**config.mk**
```make
export PLATFORM = sky130hd
export DESIGN_NAME = scie_fir_multich
export DESIGN_NICKNAME = d
export VERILOG_FILES = /design/src/rtl/scie_fir_multich.sv
export SDC_FILE = /design/constraint.sdc
export NUM_CORES = 2
export LEC_CHECK = 0
export BUFFER_PORTS_ARGS = -buffer_cell sky130_fd_sc_hd__buf_2
export CORE_ASPECT_RATIO = 1.5
export CORE_UTILIZATION = 41
export DETAILED_ROUTE_END_ITERATION = 6
export PLACE_DENSITY = 0.66
export SLEW_MARGIN = 20
export SYNTH_ARGS = -nofsm -noshare
export SYNTH_HDL_FRONTEND = slang
export SYNTH_SLANG_ARGS = --single-unit
```
**constraint.sdc**
```tcl
create_clock -name clock -period 13.6 [get_ports clock]
set_input_delay 0.68 -clock clock [delete_from_list [all_inputs] [get_ports clock]]
set_output_delay 0.68 -clock clock [all_outputs]
set_load 0.01 [all_outputs]
```
**src/rtl/scie_fir_multich.sv**
```systemverilog
// scie_fir_multich: multi-channel FIR custom-instruction unit for the Rocket
// custom-instruction path. One shared coefficient bank and NCH delay lines.
// A single multiplier is time-shared across taps, one tap per cycle.
module scie_fir_multich #(
    parameter int XLEN  = 32,
    parameter int NTAPS = 5,
    parameter int NCH   = 4,
    parameter int ACC_W = 2*XLEN + $clog2(NTAPS)
) (
    input  logic            clock,
    input  logic            reset,
    input  logic            io_valid,
    input  logic [31:0]     io_insn,
    input  logic [XLEN-1:0] io_rs1,
    input  logic [XLEN-1:0] io_rs2,
    output logic            io_ready,
    output logic [XLEN-1:0] io_rd,
    output logic            io_busy
);

    localparam int SH_W = $clog2(ACC_W);
    localparam int K_W  = $clog2(NTAPS);
    localparam int CH_W = (NCH > 1) ? $clog2(NCH) : 1;

    localparam logic [6:0] OP_CFG   = 7'h0B;
    localparam logic [6:0] OP_PUSH  = 7'h2B;
    localparam logic [6:0] OP_READ  = 7'h5B;
    localparam logic [6:0] OP_CLEAR = 7'h7B;

    localparam logic [2:0] F3_SETCOEF = 3'd0;
    localparam logic [2:0] F3_CONFIG  = 3'd1;

    typedef enum logic [1:0] {
        S_IDLE,
        S_RUN,
        S_WRITE
    } state_t;

    state_t state;
    state_t next_state;

    // Architectural state
    logic [XLEN-1:0]  coef   [NTAPS];
    logic [XLEN-1:0]  line   [NCH][NTAPS];
    logic [XLEN-1:0]  result [NCH];
    logic [SH_W-1:0]  shift_amt;
    logic             sat_en;

    // MAC datapath state
    logic [ACC_W-1:0] acc;
    logic [K_W-1:0]   k;
    logic [CH_W-1:0]  ch_sel;

    // Decode
    logic [6:0]       opcode;
    logic [2:0]       funct3;
    logic             accept;
    logic             tap_ok;
    logic             ch_ok;
    logic             do_setcoef;
    logic             do_config;
    logic             do_push;
    logic             do_read;
    logic             do_clear;
    logic [K_W-1:0]   tap_idx;
    logic [CH_W-1:0]  ch_idx;
    logic             last_tap;

    // Datapath combinational values
    logic [XLEN-1:0]   coef_k;
    logic [XLEN-1:0]   samp_k;
    logic [2*XLEN-1:0] prod;
    logic [ACC_W-1:0]  acc_sum;
    logic [ACC_W-1:0]  shifted;
    logic [XLEN-1:0]   wb_val;
    logic [XLEN-1:0]   read_val;

    logic              unused_insn_bits;

    assign unused_insn_bits = ^{io_insn[31:15], io_insn[11:7]};

    assign opcode  = io_insn[6:0];
    assign funct3  = io_insn[14:12];
    assign io_ready = !io_busy;
    assign accept  = io_valid && io_ready;

    assign tap_ok  = (io_rs2 < XLEN'(NTAPS));
    assign ch_ok   = (io_rs2 < XLEN'(NCH));
    assign tap_idx = io_rs2[K_W-1:0];
    assign ch_idx  = io_rs2[CH_W-1:0];
    assign last_tap = (k == K_W'(NTAPS - 1));

    // Instruction decode; unknown encodings fall through with no effect
    always_comb begin
        do_setcoef = 1'b0;
        do_config  = 1'b0;
        do_push    = 1'b0;
        do_read    = 1'b0;
        do_clear   = 1'b0;
        if (accept) begin
            case (opcode)
                OP_CFG: begin
                    do_setcoef = (funct3 == F3_SETCOEF) && tap_ok;
                    do_config  = (funct3 == F3_CONFIG);
                end
                OP_PUSH:  do_push  = ch_ok;
                OP_READ:  do_read  = 1'b1;
                OP_CLEAR: do_clear = 1'b1;
                default:  ;
            endcase
        end
    end

    // MAC state register
    always_ff @(posedge clock) begin
        if (reset) begin
            state <= S_IDLE;
        end else begin
            state <= next_state;
        end
    end

    // MAC next-state and busy output
    always_comb begin
        next_state = state;
        io_busy    = 1'b0;
        case (state)
            S_IDLE: begin
                if (do_push) begin
                    next_state = S_RUN;
                end
            end
            S_RUN: begin
                io_busy = 1'b1;
                if (last_tap) begin
                    next_state = S_WRITE;
                end
            end
            S_WRITE: begin
                io_busy    = 1'b1;
                next_state = S_IDLE;
            end
            default: next_state = S_IDLE;
        endcase
    end

    // Tap product, accumulation, and result formatting (shift then saturate or truncate)
    always_comb begin
        coef_k  = coef[k];
        samp_k  = line[ch_sel][k];
        prod    = (2*XLEN)'(coef_k) * (2*XLEN)'(samp_k);
        acc_sum = acc + ACC_W'(prod);
        shifted = acc >> shift_amt;
        if (sat_en && (|shifted[ACC_W-1:XLEN])) begin
            wb_val = '1;
        end else begin
            wb_val = shifted[XLEN-1:0];
        end
        read_val = ch_ok ? result[ch_idx] : '0;
    end

    // Architectural state, MAC datapath and result register updates
    always_ff @(posedge clock) begin
        if (reset) begin
            for (int unsigned t = 0; t < NTAPS; t++) begin
                coef[t] <= '0;
            end
            for (int unsigned c = 0; c < NCH; c++) begin
                result[c] <= '0;
                for (int unsigned t = 0; t < NTAPS; t++) begin
                    line[c][t] <= '0;
                end
            end
            shift_amt <= '0;
            sat_en    <= 1'b0;
            acc       <= '0;
            k         <= '0;
            ch_sel    <= '0;
            io_rd     <= '0;
        end else begin
            if (do_setcoef) begin
                coef[tap_idx] <= io_rs1;
            end
            if (do_config) begin
                shift_amt <= io_rs1[SH_W-1:0];
                sat_en    <= io_rs1[8];
            end
            if (do_clear) begin
                for (int unsigned c = 0; c < NCH; c++) begin
                    result[c] <= '0;
                    for (int unsigned t = 0; t < NTAPS; t++) begin
                        line[c][t] <= '0;
                    end
                end
            end
            if (do_push) begin
                line[ch_idx][0] <= io_rs1;
                for (int unsigned t = 1; t < NTAPS; t++) begin
                    line[ch_idx][t] <= line[ch_idx][t-1];
                end
                acc    <= '0;
                k      <= '0;
                ch_sel <= ch_idx;
            end
            if (state == S_RUN) begin
                acc <= acc_sum;
                if (!last_tap) begin
                    k <= k + 1'b1;
                end
            end
            if (state == S_WRITE) begin
                result[ch_sel] <= wb_val;
            end
            if (do_read) begin
                io_rd <= read_val;
            end
        end
    end

endmodule
```
======== Word-level counts from Yosys, hierarchy flattened ========
Memory sizes are Yosys's and may differ from the RTL's. A register that Yosys moved wholly into a read port is not among the register bits.
Index checks and enable logic that the tools add are counted.
word-level totals
  flip-flop bits (word level) ............. 114
  RAM bits ................................ 928
  bits of input ports ..................... 99
  output and inout bits ................... 34
  word-level logic and storage cells ...... 139
  memories kept ........................... 3
memory list
  name    words  bits a word  read ports  clocked after memory_dff  write ports  RTL line  text
  line    4      160          2           1                         4            44        logic [XLEN-1:0] line [NCH][NTAPS];
  coef    5      32           1           1                         5            43        logic [XLEN-1:0] coef [NTAPS];
  result  4      32           1           0                         4            45        logic [XLEN-1:0] result [NCH];
operators by class
  $add $sub $neg .......................... 2
  multipliers ............................. 1
  $lt $le $gt $ge ......................... 3
  equality and inequality tests ........... 10
  shift-type cells ........................ 1
  mux-type cells .......................... 74
  bitwise gates (word level) .............. 25
  reductions and logical operators ........ 13
operators by type and width
  cell                   number
  $mux W32               30
  $mux W160              1
  $reduce_or A160 Y1     1
  $mux W67               2
  $bmux W32 S3           1
  $add A67 B64 Y67       1
  $shr A67 B7 Y67        1
  $lt A32 B3 Y1 const B  2
  $mul A32 B32 Y64       1
  $reduce_or A32 Y1      2
  $reduce_or A35 Y1      1
  $mux W1                27
  $or A1 B1 Y1           24
  $mux W3                5
  $eq A7 B7 Y1 const B   2
  $mux W2                6
  $eq A7 B4 Y1 const B   1
  $eq A7 B6 Y1 const B   1
  $mux W5                1
  $ge A4 B4 Y1 const B   1
  $ne A2 B2 Y1 const B   2
  $not A3 Y4             1
  $pmux W2 S2            1
  $add A3 B1 Y3 const B  1
  11 further kinds       13

======== Logic depth before layout (Yosys ltp) ========
  depth in word-level cells ............... 11
  gate-level depth with buffers ........... 39
  mapped depth without buffers ............ 33

======== Least setup slack after synthesis ========
Ideal clock, no wire load.
  kind .................................... input-to-reg
  start point ............................. input io_rs2[24]
  end point ............................... memory line[1][0] (netlist name) (enable)
  data arrival time ....................... 13.878 ns
  data required time ...................... 12.699 ns
  path slack .............................. -1.179 ns
  stages on the path ...................... 9
  buffers on the path ..................... 2
  cell sequence ........................... or4_1 nor4_1 nand3_1 nor3_1 and2_1 nand2_1 clkbuf_1 clkbuf_1 o21ai_0
RTL lines
  element          RTL line  text
  start, declared  15        input logic [XLEN-1:0] io_rs2,
  end, declared    44

==> metrics.md <==
| Metric | Value |
|---|---|
| Status | finished, final reports clean |
| Final hold vios | 0 |
| Cts bufs inserted | 100 |
| Commonest non-fill, non-tap cells in the layout | inv_1 (1,117), edfxtp_1 (1,024), fa_1 (962), nand2_1 (927), nor2_1 (653) |
| Post-CTS Hold Buffers | 0 |
| Sequential element share of the synthesized area | 0.369 |
| CP Launch Type | flip-flop |
| Clk sinks | approximately 1,100 |
| Post-synth EDFFs | 1,024 |
| First-pass GRT wire length | slightly below 400,000 um |
| Setup bufs post-CTS | 0 |
| Total length of routed wires | 255,000 um |
| Final slew viol count | 0 |
| DRT iter0 DRCs | about 5,100 |
| WHS | 0.307 ns |
| Most used cell, CP | fa_1 |
| Total gr overflow | 0 |
| Initial antenna violation count | 12 |
| Share of layout cells above drive strength 1 | 0.109 |
| Post-synthesis register bit count | roughly 1,100 |
| Num rows | 209 |
| Dominant cell type by area after synthesis | edfxtp_1 |
| Final nets | between 9,000 and 10,000 |
| Bufs and invs on worst path | 9 |
| Slew headroom | 0.163 |
| Die width | 384 um |
| Slowest-stage cell, CP | dfxtp_4 |
| Post-synthesis cell type count | between 70 and 80 |
| Clk Latency, worst-skew pair | 0.75 ns |
| 1st-pass router iterations | 6 |
| Req. time, crit path | 14.24 ns |
| Pin count of the biggest net entering global routing | 261 |
| Tot GR Track Use | 0.233 |
| Final Core Density | 0.446 |
| Hold Crit Class | input port to flip-flop |
| Io pins | 133 |
| Wire length per cell | 23.8 um |
| CTS tree | yes |
| Syn avg cell area | between 10 and 15 um2 |
| # DRC | 0 |
| Post-synthesis cell area | 89,600 um2 |
| FF-to-FF setup slack | 2.11 ns |
| Most used DFF post-synth | edfxtp_1 |
| YS warnings | 0 |
| P&R area growth vs syn | 7.76% |
| Most common cell after layout, fill and taps aside | inv_1 |
| Vias in the first global route | approximately 65,000 |
| Clk root buf | clkbuf_16 |
| Worst Path Max Fanout | 37 |
| Crit path largest cell delay | between 0.8 and 0.9 ns |
| Period utilisation layout | 0.845 |
| Setup TNS Final | 0 ns |
| Max-cap viol count | 0 |
| Final setup fails | 0 |
| H-tree depth | 3 |
| Post-CTS Resized | 0 |
| Cells after Synth | approximately 7,900 |
| Synth top area share | 0.343 |
| Synth top area cells | edfxtp_1 (34%), fa_1 (21%), mux4_2 (8.3%), inv_1 (4.7%), nand2_1 (3.9%) |
| Hold Crit Start | io_rs1[19] |
| Starting Density | 0.414 |
| Total number of vias | 60,600 |
| Final ANT Viol Nets | 0 |
| Fmax | 87.1 MHz |
| Clock skew | 0.0682 ns |
| Clock transition at path regs | 0.07 ns |
| Synth async-reset ratio | 0 |
| DR vias/cell | 5.65 |
| RSZ-0062 raised after global routing | no |
| Worst path top cell family by delay | adder cells |
| CTS Buffer Depth | 3 |
| Slew @ Worst Pin | 1.26 ns |
| Die height | between 500 and 600 um |
| HPWL Detailed | 185,000 um |
| Post-route minimum period | 11.49 ns |
| Gpl congestion | 0.987 |
| Setup CP Type | flip-flop to flip-flop |
| DIE AREA | roughly 220,000 um2 |
| Core Area | 217,000 um2 |
| Worst EP arrival | 12.13 ns |
| CP Capture Type | flip-flop |
| Port Buffers | 110 |
[through the flow]
step	instances	setup WS, ns	area [um2]
4_1_cts	10700	2.05	96600
2_1_floorplan	8019	-1.18	90000
5_1_grt	10700	1.60	96600
6_report	10700	2.11	96600
3_5_place_dp	10500	2.07	93400
3_3_place_gp	10500	2.18	93400
[worst reg2reg max path, delay by kind of cell (launching register included)]
family / cells / cell delay (ns)
simple gates: 3 / 0.87
flops: 1 / 0.86
compound gates: 9 / 2.84
mux: 2 / 1.07
buf+inv: 9 / 1.41
fa+ha+maj: 9 / 4.36
[kinds of logic (layout without fill, tap and decap cells)]
logic type | after synthesis | in the layout | synth area share
adder cells (fa/ha/maj) | 1223 | 1223 | 0.251
buffers and inverters | 1730 | 1582 | 0.0732
multiplexers | 463 | 463 | 0.0982
AND/OR/NAND/NOR | 2707 | 2707 | 0.162
other | 1 | 101 | 0.0000418
flip-flops | 1140 | 1140 | 0.369
AO/OA/AOI/OAI | 607 | 607 | 0.0416
XOR/XNOR | 53 | 53 | 0.00518
[state kept, by name, summed over array words and instances, names as in the netlist, named ones only]
signal / cells
acc: 67
ch_sel: 2
coef: 256
io_rd: 32
k: 3
line: 640
result: 128
sat_en: 1
shift_amt: 7
state: 2
[per-layer routing]
layer | GRT usage | up-vias | share of wire
met2 | 0.420 | 2114 | 0.52
met1 | 0.256 | 31400 | 0.35
li1 | - | 26400 | -
met3 | 0.0327 | 741 | 0.056
met4 | 0.150 | 10 | 0.073
met5 | 0 | - | 0.00025
[synth_stat cells (30+ instances only)]
master / instances
inv_1: 1117
edfxtp_1: 1024
fa_1: 962
nand2_1: 929
nor2_1: 660
clkbuf_1: 511
and2_1: 394
mux4_2: 329
ha_1: 261
and4b_1: 257
a21oi_1: 228
and4_1: 131
nor4b_1: 129
o21ai_0: 126
dfxtp_1: 116
mux2i_1: 92
nand3_1: 61
buf_1: 58
mux2_2: 42
o21a_1: 39
nor3_1: 37
a21o_1: 33
xnor2_1: 32
buf_2: 30
[layout make-up]
class                           count  area [um2]
Clock buffer                      122        2580
Clock inverter                     60         629
Timing Repair Buffer              275        1890
Fill cell                       19700      120000
Inverter                         1125        4220
Multi-Input combinational cell   5149       50600
Sequential cell                  1140       33100
Tap cell                         2848        3560
Antenna cell                        5        12.5
[worst paths after layout]
| kind | to | cells after the start |
|---|---|---|
| min | coef[6][19] | 1 |
| max | acc[66] | 32 |
| max reg2reg | acc[66] | 32 |
| min reg2reg | io_rd[15] | 2 |
Power is not shown: default switching activity piles up to over one toggle a cycle in this logic, so the estimate is an artifact.
